`config.mk`:
```
export PLATFORM = sky130hd
export DESIGN_NAME = sync_down_counter_flat
export DESIGN_NICKNAME = d
export VERILOG_FILES = /design/src/rtl/sync_down_counter_if.sv /design/src/rtl/sync_down_counter.sv /design/src/flat_wrapper.sv
export SDC_FILE = /design/constraint.sdc
export NUM_CORES = 1
export LEC_CHECK = 0
export CAP_MARGIN = 20
export CELL_PAD_IN_SITES_DETAIL_PLACEMENT = 2
export CELL_PAD_IN_SITES_GLOBAL_PLACEMENT = 2
export CORE_UTILIZATION = 27
export CTS_BUF_LIST = sky130_fd_sc_hd__clkbuf_4
export DETAILED_ROUTE_END_ITERATION = 10
export PLACE_DENSITY = 0.88
export REMOVE_ABC_BUFFERS = 1
export SLEW_MARGIN = 20
export SYNTH_ARGS = -nofsm -noshare
export SYNTH_HDL_FRONTEND = slang
export SYNTH_SLANG_ARGS = --single-unit
```
`constraint.sdc`:
```
create_clock -name clk -period 1.7 [get_ports clk]
set_input_delay 0.17 -clock clk [delete_from_list [all_inputs] [get_ports clk]]
set_output_delay 0.17 -clock clk [all_outputs]
set_load 0.1 [all_outputs]
```
`src/rtl/sync_down_counter_if.sv`:
```
// ---------------------------------------------------------------------------
// sync_down_counter_if
//   Bundles the control inputs and status outputs of sync_down_counter.
//
//   Handshake: there is no valid/ready pair. load and en are single-cycle
//   strobes sampled on every rising clock edge. load_val is only looked at
//   while load is high. All outputs are registered (zero is decoded from
//   the registered count) and may be used directly as synchronous enables.
//
//   Signals:
//     load       master->slave  parallel load strobe
//     load_val   master->slave  value captured on load (WIDTH bits)
//     en         master->slave  count enable
//     cnt        slave->master  current count (WIDTH bits)
//     zero       slave->master  cnt == 0
//     tc         slave->master  one-cycle terminal-count pulse
//     busy       slave->master  counter is in RUN
//     state_dbg  slave->master  raw FSM state (debug/observation only)
// ---------------------------------------------------------------------------
interface sync_down_counter_if #(
    parameter int WIDTH = 4
);
    logic             load;
    logic [WIDTH-1:0] load_val;
    logic             en;
    logic [WIDTH-1:0] cnt;
    logic             zero;
    logic             tc;
    logic             busy;
    logic [1:0]       state_dbg;

    modport master (
        output load, load_val, en,
        input  cnt, zero, tc, busy, state_dbg
    );

    modport slave (
        input  load, load_val, en,
        output cnt, zero, tc, busy, state_dbg
    );
endinterface

```
`src/rtl/sync_down_counter.sv`:
```
// ---------------------------------------------------------------------------
// sync_down_counter
//   Single-clock down-counter/timer with parallel load, count enable,
//   registered terminal-count pulse and optional auto-reload.
//
//   Ports:
//     clk    rising-edge clock
//     rst_n  asynchronous active-low reset
//     bus    sync_down_counter_if.slave (load, load_val, en in;
//            cnt, zero, tc, busy, state_dbg out)
//
//   Build option:
//     DOWN_CNT_RELOAD_EN  defined   -> terminal event reloads cnt from the
//                                      reload register and stays in RUN
//                                      (periodic divide-by-N)
//                         undefined -> terminal event clears cnt and parks
//                                      in DONE (one-shot)
// ---------------------------------------------------------------------------
module sync_down_counter #(
    parameter int WIDTH = 4
) (
    input  logic                clk,
    input  logic                rst_n,
    sync_down_counter_if.slave  bus
);

`ifdef DOWN_CNT_RELOAD_EN
    typedef enum logic [1:0] {
        IDLE = 2'd0,
        RUN  = 2'd1
    } state_t;
`else
    typedef enum logic [1:0] {
        IDLE = 2'd0,
        RUN  = 2'd1,
        DONE = 2'd2
    } state_t;
`endif

    localparam logic [WIDTH-1:0] ONE = {{(WIDTH-1){1'b0}}, 1'b1};

    state_t           state_q,  state_d;
    logic [WIDTH-1:0] cnt_q,    cnt_d;
    logic [WIDTH-1:0] reload_q, reload_d;
    logic             tc_q,     tc_d;
    logic             busy_q,   busy_d;

    // State register
    always_ff @(posedge clk or negedge rst_n) begin
        if (!rst_n) begin
            state_q  <= IDLE;
            cnt_q    <= '0;
            reload_q <= '0;
            tc_q     <= 1'b0;
            busy_q   <= 1'b0;
        end else begin
            state_q  <= state_d;
            cnt_q    <= cnt_d;
            reload_q <= reload_d;
            tc_q     <= tc_d;
            busy_q   <= busy_d;
        end
    end

    // Next-state and datapath
    always_comb begin
        state_d  = state_q;
        cnt_d    = cnt_q;
        reload_d = reload_q;
        tc_d     = 1'b0;

        if (bus.load) begin
            // Load wins over en in every state, even at cnt == 1, so a
            // load coincident with the terminal edge never produces tc.
            reload_d = bus.load_val;
            cnt_d    = bus.load_val;
            state_d  = (bus.load_val != '0) ? RUN : IDLE;
        end else if ((state_q == RUN) && bus.en) begin
            if (cnt_q == ONE) begin
                // Terminal event replaces the 1 -> 0 step.
                tc_d = 1'b1;
`ifdef DOWN_CNT_RELOAD_EN
                cnt_d = reload_q;
`else
                cnt_d   = '0;
                state_d = DONE;
`endif
            end else begin
                cnt_d = cnt_q - ONE;
            end
        end

        // busy is registered alongside the state so it tracks RUN exactly.
        busy_d = (state_d == RUN);
    end

    assign bus.cnt       = cnt_q;
    assign bus.zero      = (cnt_q == '0);
    assign bus.tc        = tc_q;
    assign bus.busy      = busy_q;
    assign bus.state_dbg = state_q;

endmodule

```
`src/flat_wrapper.sv`:
```
// flat-port wrapper written by rule: the top's interface ports become plain ports
module sync_down_counter_flat 
#(
    parameter int WIDTH = 4
)
  (clk, rst_n, bus_load, bus_load_val, bus_en, bus_cnt, bus_zero, bus_tc, bus_busy, bus_state_dbg);
  sync_down_counter_if #(.WIDTH(WIDTH)) bus_i ();
  input  logic clk;
  input  logic rst_n;
  input wire logic [$bits(bus_i.load)-1:0] bus_load;
  input wire logic [$bits(bus_i.load_val)-1:0] bus_load_val;
  input wire logic [$bits(bus_i.en)-1:0] bus_en;
  output wire logic [$bits(bus_i.cnt)-1:0] bus_cnt;
  output wire logic [$bits(bus_i.zero)-1:0] bus_zero;
  output wire logic [$bits(bus_i.tc)-1:0] bus_tc;
  output wire logic [$bits(bus_i.busy)-1:0] bus_busy;
  output wire logic [$bits(bus_i.state_dbg)-1:0] bus_state_dbg;
  assign bus_i.load = bus_load;
  assign bus_i.load_val = bus_load_val;
  assign bus_i.en = bus_en;
  assign bus_cnt = bus_i.cnt;
  assign bus_zero = bus_i.zero;
  assign bus_tc = bus_i.tc;
  assign bus_busy = bus_i.busy;
  assign bus_state_dbg = bus_i.state_dbg;
  sync_down_counter #(.WIDTH(WIDTH)) u_core (.clk(clk), .rst_n(rst_n), .bus(bus_i));
endmodule
```
==> results of run 1 <==
metal layers:
metal,GRT usage (%),wire length [um]
met5,0,0
met4,13.1,34
met3,1.67,35
met2,28.1,654
met1,20.4,608
kinds of logic (layout without fill, tap and decap cells):
| group | after synthesis | in the layout | share of synthesized area, % |
|---|---|---|---|
| compound gates | 8 | 8 | 17.7 |
| simple gates | 14 | 14 | 21.4 |
| xor+xnor | 1 | 1 | 1.88 |
| mux | 1 | 1 | 2.41 |
| buf+inv | 5 | 27 | 5.63 |
| flops | 8 | 8 | 42.9 |
| fa+ha+maj | 3 | 3 | 8.04 |
metrics by stage:
step	cells	worst slack, ns	power [mW]	setup TNS, ns	area (um2)
finish	78	0.131	0.823	0	766
global route	78	0.0402	0.858	0	766
CTS	78	0.0251	0.825	0	758
global placement	75	0.136	0.653	0	731
floorplan	39	-1.81	0.489	-3.47	455
detailed placement	75	0.0366	0.661	0	731
worst max-delay path, cell delays in order (launching register included):
cell and delay (ns):
dfrtp_1 0.45, inv_2 0.12, ha_1 0.18, nand4b_1 0.15, a2111oi_1 0.44, a221o_1 0.17
cells in the mapped netlist:
library cell	count
a2111oi_0	1
a221o_1	1
buf_6	1
dfrtp_1	8
ha_1	3
inv_1	4
mux2_1	1
nand2_1	3
nand3b_1	2
nand4b_1	1
nor2_1	1
nor2_2	2
nor2b_1	1
nor3b_1	1
o21ai_1	1
o21ai_2	1
o22ai_2	2
o311ai_1	1
o41ai_2	1
or4_4	1
or4b_1	1
or4b_4	1
xnor2_1	1
layout make-up:
cell class | instances | share of cell area [%]
Tap cell | 16 | 2.61
Inverter | 4 | 1.96
Timing Repair Buffer | 20 | 33.3
Multi-Input combinational cell | 27 | 33.0
Sequential cell | 8 | 26.1
Clock buffer | 3 | 2.94
path summary, 6_finish.rpt:
path	slack (ns)	to	cells past startpoint	startpoint
worst min-delay path	0.20	u_core.bus.busy	1	rst_n
max in group asynchronous	1.22	u_core.bus.tc	1	rst_n
min in group clk	0.48	u_core.bus.cnt[0]	3	bus_load_val[0]
worst min register to register	0.66	u_core.bus.cnt[1]	3	u_core.bus.cnt[1]
worst max register to register	0.13	u_core.bus.cnt[2]	5	u_core.bus.cnt[0]
worst max-delay path	0.13	u_core.bus.cnt[2]	5	u_core.bus.cnt[0]
cell usage in the layout (no fill, tap or decap), drive strengths merged:
master and count:
buf 13, dfrtp 8, clkdlybuf4s50 7, inv 4
nand2 3, ha 3, clkbuf 3, nor2 3
o22ai 2, nand3b 2, or4b 2, o21ai 2
nor3b 1, xnor2 1, or4 1, mux2 1
o41ai 1, nand4b 1, nor2b 1, a2111oi 1
a221o 1, o311ai 1
what timing repair did:
action / in CTS / in global routing
hold buffers: 0 / 0
resized for setup: 1 / 3
setup endpoints to repair: 1 / 2
setup buffers: 0 / 0
cloned: 0 / 0
pin swaps: 0 / 0
power breakdown:
group / switching, mW / total [mW] / internal (mW)
logic: 0.261 / 0.416 / 0.156
clock network: 0.0770 / 0.159 / 0.0816
registers: 0.0368 / 0.248 / 0.211
state kept, by name, summed over array words and instances, names as in the netlist:
signal / cells
u_core.bus.cnt: 4
u_core.bus.state_dbg: 2
u_core.bus.busy: 1
u_core.bus.tc: 1
==> flow_metrics.py, run 1 <==
metrics = {
    "placement": {
        "finalWeightedCongestion": 0.751,
        "portBuffers": 16,
        "hpwlAfterDp_mm": 1.09,
    },
    "route": {
        "drt_iter0_markers": 3,
        "route.detailed.drc": 2,
        "route.vias.total": 423,
        "detail-route-antenna-nets": 0,
        "wl_per_cell_um": 17.1,
        "routed_via_density": 5.42,
        "finalWirelength_mm": 1.33,
        "firstDrtPassIters": 6,
    },
    "finish": {
        "fillers": 155,
        "diodes": 0,
        "layout.nets": 75,
        "final_core_util_pct": 49.1,
        "drive_above_1_share_pct": 41.9,
        "multi_input_area_um2": 253,
        "register_area_um2": 200,
        "syn_to_final_growth_pct": 64.1,
    },
    "timing": {
        "worstMarginPinSlew_ns": 0.422,
        "hold_viol": 0,
        "rsz0062_at_grt": "no",
        "drv_slew": 0,
        "fin_worst_skew_ns": 0.00255,
        "fin_crit_ns": 1.57,
        "fin_hold_ws_ns": 0.199,
        "fin_crit_sh_pct": 92.3,
        "finalSetupViolCount": 0,
        "clock.fmax_ghz": 0.637,
        "maxSlewHeadroom_pct": 71.8,
    },
    "clock_tree": {
        "cts_tree": "yes",
        "root_buffer": "clkbuf_4",
        "clock_sinks": 8,
        "numCtsBuffers": 3,
        "clockBufferDepth": 2,
        "clk_latency_ns": 0.26,
        "clk_pin_slew_ns": 0.06,
        "h-tree-depth": 1,
    },
    "synthesis": {
        "synth_cell_type_count": 23,
        "synth_area_um2": 467,
        "synth-seq-area-share_pct": 42.9,
        "synth_area_leaders": "dfrtp_1 43%, ha_1 8.0%, o22ai_2 5.4%",
        "yosys.area.top_type": "dfrtp_1",
        "yosys.area.top_type_share_pct": 42.9,
        "postSynthCellCount": 40,
        "yosys_warnings": 0,
        "synth_seq_cells": 8,
        "synth.avg_cell_area_um2": 11.7,
    },
    "global_routing": {
        "gr-total-overflow": 0,
        "grt_use_total_pct": 17.1,
        "antenna_found_initial": 0,
        "grt_pass1_vias": 482,
        "grt_pass1_wl_mm": 2.29,
        "grt_max_degree": 9,
    },
    "pwr": {
        "p_per_area_mw_per_mm2": 1070,
        "p_leak_nw": 0.326,
        "ir_drop_mv": 0.402,
    },
    "run_status": {
        "violations": "DRC",
        "status": "complete, but fails checks",
    },
    "setup_path": {
        "arrival_ns": 1.77,
        "crit_type": "register to register",
        "endpoint_kind": "register",
        "required_ns": 1.90,
        "cp-start-kind": "register",
        "path_max_fanout": 4,
    },
    "worst_hold_path": {
        "hp-class": "primary input to asynchronous set/reset pin",
    },
    "floorplan": {
        "ios": 17,
        "core-area_mm2": 0.00156,
        "initial_core_util_pct": 29.9,
        "die-area_mm2": 0.00190,
        "rows": 14,
        "chipWidth_um": 43.6,
        "die_h_um": 43.6,
    },
    "flow_run": {
        "maxCapViolCount": 0,
    },
}
(Power assumes the default switching activity.)
==> inputs of run 2 (changes only) <==
ABC_CLOCK_PERIOD_IN_PS = 1700   (was not set)
CORE_UTILIZATION = 25   (was 27)
CTS_BUF_LIST = not set   (was sky130_fd_sc_hd__clkbuf_4)
PLACE_DENSITY = 0.83   (was 0.88)
==> flow_metrics.py, run 2 (synthesized netlist as in run 1, its figures left out) <==
metrics = {
    "pwr": {
        "p_comb_share_pct": 51.3,
        "clockPowerShare_pct": 17.8,
        "p_leak_nw": 0.322,
        "p_seq_share_pct": 30.8,
        "switching_share_pct": 44.7,
        "ir_drop_mv": 0.371,
        "p_per_area_mw_per_mm2": 1050,
        "switchingPower_mw": 0.362,
        "p_int_mw": 0.447,
        "finalPower_mw": 0.808,
    },
    "clock_tree": {
        "clock_sinks": 8,
        "numCtsBuffers": 3,
        "clk_latency_ns": 0.25,
        "root_buffer": "clkbuf_4",
        "clk_pin_slew_ns": 0.06,
        "clockBufferDepth": 2,
        "h-tree-depth": 1,
        "cts_hold_buf": 0,
        "cts_tree": "yes",
        "cts_setup_buffers": 0,
    },
    "timing": {
        "rsz0062_at_grt": "no",
        "drv_slew": 0,
        "clock.fmax_ghz": 0.623,
        "maxSlewHeadroom_pct": 73.0,
        "fin_hold_ws_ns": 0.216,
        "fin_crit_ns": 1.61,
        "setup-tns-final_ns": 0,
        "fin_crit_sh_pct": 94.5,
        "layout_setup_ws_ns": 0.0939,
        "finalSetupViolCount": 0,
        "worstMarginPinSlew_ns": 0.404,
        "fin_worst_skew_ns": 0.00177,
        "hold_viol": 0,
    },
    "global_routing": {
        "gr-total-overflow": 0,
        "grt_pass1_wl_mm": 2.14,
        "antenna_found_initial": 0,
        "grt_use_total_pct": 15.7,
        "grt_pass1_vias": 426,
        "grt_max_degree": 9,
    },
    "placement": {
        "place_inst": 83,
        "hpwlAfterDp_um": 983,
        "portBuffers": 16,
        "finalWeightedCongestion": 0.705,
        "dpl_worst_slack_ns": 0.0596,
    },
    "route": {
        "finalWirelength_mm": 1.27,
        "routed_via_density": 4.71,
        "detail-route-antenna-nets": 0,
        "wl_per_cell_um": 14.8,
        "firstDrtPassIters": 4,
        "drt_iter0_markers": 6,
        "route.detailed.drc": 0,
        "route.vias.total": 405,
    },
    "floorplan": {
        "rows": 15,
        "chipWidth_um": 45.2,
        "core-area_mm2": 0.00175,
        "initial_core_util_pct": 26.7,
        "ios": 17,
        "die_h_um": 45.2,
        "die-area_mm2": 0.00204,
    },
    "run_status": {
        "status": "completed",
    },
    "finish": {
        "syn_to_final_growth_pct": 64.6,
        "largest_reg_flops": 4,
        "multi_input_area_um2": 251,
        "register_area_um2": 200,
        "final_cell_mix": "8 x dfrtp_1, 7 x clkdlybuf4s50_1, 7 x buf_12",
        "layout.nets": 74,
        "diodes": 0,
        "instances_no_fill": 86,
        "fillers": 184,
        "layout_commonest_cell": "dfrtp_1",
        "drive_above_1_share_pct": 39.3,
    },
    "setup_path": {
        "arrival_ns": 1.44,
        "cp-start-kind": "register",
        "crit_type": "register to output pin",
        "path_max_fanout": 4,
        "required_ns": 1.53,
        "endpoint_kind": "output pin",
    },
    "worst_hold_path": {
        "hp-class": "primary input to asynchronous set/reset pin",
    },
    "flow_run": {
        "maxCapViolCount": 0,
    },
}
[run 2: worst paths after layout]
kind,from,end,slack [ns],cells past startpoint
setup / recovery,u_core.bus.cnt[0],bus_zero,0.09,4
hold / removal,rst_n,u_core.bus.cnt[0],0.22,1
setup reg to reg,u_core.bus.cnt[0],u_core.bus.cnt[2],0.18,5
hold reg to reg,u_core.bus.state_dbg[1],u_core.bus.state_dbg[1],0.65,2
max in group asynchronous,rst_n,u_core.bus.state_dbg[0],1.20,1
min in group clk,bus_load_val[0],u_core.bus.cnt[0],0.49,3
[run 2: worst max-delay path: stages, from the launching register on]
cell	delay [ns]
dfrtp_1	0.44
inv_1	0.15
ha_1	0.17
nor3b_4	0.22
buf_12	0.20
[run 2: per-layer routing]
| metal | part of all wire, % | GRT usage [%] | wire [um] |
|---|---|---|---|
| met5 | 0 | 0 | 0 |
| met4 | 1.5 | 10.9 | 19 |
| met3 | 4.2 | 3.60 | 54 |
| met2 | 46 | 22.9 | 584 |
| met1 | 48 | 20.4 | 616 |
[run 2: per-stage QoR]
stage | utilization, % | area (um2)
after floorplan | - | 455
after global placement | 42.1 | 734
after detailed placement | 42.1 | 734
after CTS | 43.7 | 762
after global routing | 44.0 | 768
final | 44.0 | 768
[run 2: repair_timing]
item	in CTS	in global routing
endpoints found under the setup margin	1	1
endpoints found under the hold margin	0	0
resized for setup	1	1
[run 2: cell type report]
class	count	share of cell area, %
Sequential cell	8	26.1
Multi-Input combinational cell	27	32.7
Tap cell	25	4.07
Inverter	4	1.95
Clock buffer	3	2.93
Timing Repair Buffer	19	32.2
[run 2: power groups by stage]
| stage | sequential (mW) | clock [mW] | combinational (mW) |
|---|---|---|---|
| 2_1_floorplan | 0.393 | 0 | 0.0953 |
| 3_3_place_gp | 0.247 | 0 | 0.406 |
| 3_5_place_dp | 0.249 | 0 | 0.410 |
| 4_1_cts | 0.247 | 0.154 | 0.412 |
| 5_1_grt | 0.254 | 0.164 | 0.435 |
| 6_report | 0.249 | 0.144 | 0.415 |
==> patch, RTL diff (settings of run 2) <==
`WIDTH` is set to 4 in 3 places; all go to 3.
--- a/src/rtl/sync_down_counter_if.sv
+++ b/src/rtl/sync_down_counter_if.sv
@@ -18,7 +18,7 @@
 //     state_dbg  slave->master  raw FSM state (debug/observation only)
 // ---------------------------------------------------------------------------
 interface sync_down_counter_if #(
-    parameter int WIDTH = 4
+    parameter int WIDTH = 3
 );
     logic             load;
     logic [WIDTH-1:0] load_val;
--- a/src/rtl/sync_down_counter.sv
+++ b/src/rtl/sync_down_counter.sv
@@ -17,7 +17,7 @@
 //                                      in DONE (one-shot)
 // ---------------------------------------------------------------------------
 module sync_down_counter #(
-    parameter int WIDTH = 4
+    parameter int WIDTH = 3
 ) (
     input  logic                clk,
     input  logic                rst_n,
--- a/src/flat_wrapper.sv
+++ b/src/flat_wrapper.sv
@@ -1,7 +1,7 @@
 // flat-port wrapper written by rule: the top's interface ports become plain ports
 module sync_down_counter_flat 
 #(
-    parameter int WIDTH = 4
+    parameter int WIDTH = 3
 )
   (clk, rst_n, bus_load, bus_load_val, bus_en, bus_cnt, bus_zero, bus_tc, bus_busy, bus_state_dbg);
   sync_down_counter_if #(.WIDTH(WIDTH)) bus_i ();
Interface: changed (resized bus_cnt and bus_load_val); port bits go from 17 to 15. No check against the original RTL was run, so the function may have changed too.
==> patch against run 2 <==
- synthesized cell count shrank 13%
- sequential cell count shrank 1
- cell area shrank 20%
- synthesized area shrank 16%
- final cell count shrank 22%
- power shrank 20%
- routed wire length shrank 18%
- setup slack gained 0.030 ns
==> patch: results (changes against run 2) <==
M2 GR Usage=22.8% (was 22.9%); DR WL/cell=15.6 microns (was 14.8 microns); Synth Area in Compound Gates=14.4% (was 17.7%); combinational power=0.293 mW (was 0.415 mW); first-pass GRT wire length=1750 microns (was 2140 microns); status=finished clean (unchanged); top cells by area, synth=dfrtp_1 (45%), ha_1 (9.6%), nand3b_4 (5.1%), nor2_1 (3.8%), o31ai_1 (3.8%) (was dfrtp_1 (43%), ha_1 (8.0%), o22ai_2 (5.4%), o41ai_2 (3.5%), inv_1 (3.2%)); GR Util met1=16.1% (was 20.4%); Post-DP HPWL=877 microns (was 983 microns); Met1 Routed Length=459 microns (was 616 microns); router iterations before antenna repair=2 (was 4); Final #Nets=63 (was 74); Placer Congestion=0.730 (was 0.705); xor and xnor fraction of the mapped netlist area=0% (was 1.88%); synth unique cells=19 (was 23); mux cell area share after synthesis=2.56% (was 2.41%); top post-synthesis cells by count=dfrtp_1 (7), nor2_1 (4), ha_1 (3), inv_1 (3) (was dfrtp_1 (8), inv_1 (4), ha_1 (3), nand2_1 (3)); layout cells sized above 1=28.8% (was 39.3%); final WL=1040 microns (was 1270 microns); DR vias/cell=5.28 (was 4.71); routed length on met3=28 microns (was 54 microns); clock power share=23.1% (was 17.8%); met3 usage=3.91% (was 3.60%); post-CTS sizing=0 (was 1); Avg Inst Size Synth=11.2 sq um (was 11.7 sq um); vias in the first global route=360 (was 426); Peak VDD IR=474 uV (was 371 uV); Buffers on Ports=14 (was 16)
==> patch: changes by cell type after synthesis, sizes merged, moves of 2 or more <==
| cell | delta |
|---|---|
| or4b | -2 |
| o31ai | +2 |
| o22ai | -2 |
| nor4 | +2 |
| nand2 | -2 |
==> patch: path summary, 6_finish.rpt <==
| check | start | end | slack, ns | cells after the start |
|---|---|---|---|---|
| min in group clk | bus_load_val[2] | u_core.bus.cnt[2] | 0.56 | 3 |
| max | u_core.bus.cnt[0] | bus_zero | 0.12 | 4 |
| max reg2reg | u_core.bus.cnt[1] | u_core.bus.cnt[0] | 0.21 | 5 |
| min reg2reg | u_core.bus.state_dbg[1] | u_core.bus.busy | 0.60 | 1 |
| min | rst_n | u_core.bus.cnt[1] | 0.19 | 1 |
| max in group asynchronous | rst_n | u_core.bus.state_dbg[1] | 1.26 | 1 |
==> patch: critical path: stages (launching register included) <==
cell and delay, ns:
dfrtp_1 0.44, inv_1 0.14, ha_1 0.15, nor2b_1 0.22, buf_12 0.21
==> patch: through the flow <==
| stage | worst slack (ns) | cell area (sq um) | total power, mW |
|---|---|---|---|
| after floorplan | -0.949 | 384 | 0.391 |
| after global placement | 0.265 | 586 | 0.498 |
| after detailed placement | 0.182 | 586 | 0.504 |
| after CTS | 0.0966 | 612 | 0.659 |
| after global routing | 0.0313 | 612 | 0.677 |
| final | 0.124 | 612 | 0.648 |
==> patch: cell type report <==
cell class	count	area share (%)
tap	15	3.07
sequential	7	28.6
multi-input combinational	24	32.3
inverter	3	1.84
clock buffer	4	4.29
timing repair buffer	14	29.9
==> patch: logic make-up (layout without fill, tap and decap cells) <==
logic type,count (synthesis),count (layout)
adders and majority gates,3,3
DFF,7,7
AOI/OAI and AO/OA,7,7
and+or+nand+nor,13,13
buffers and inverters,4,21
muxes,1,1
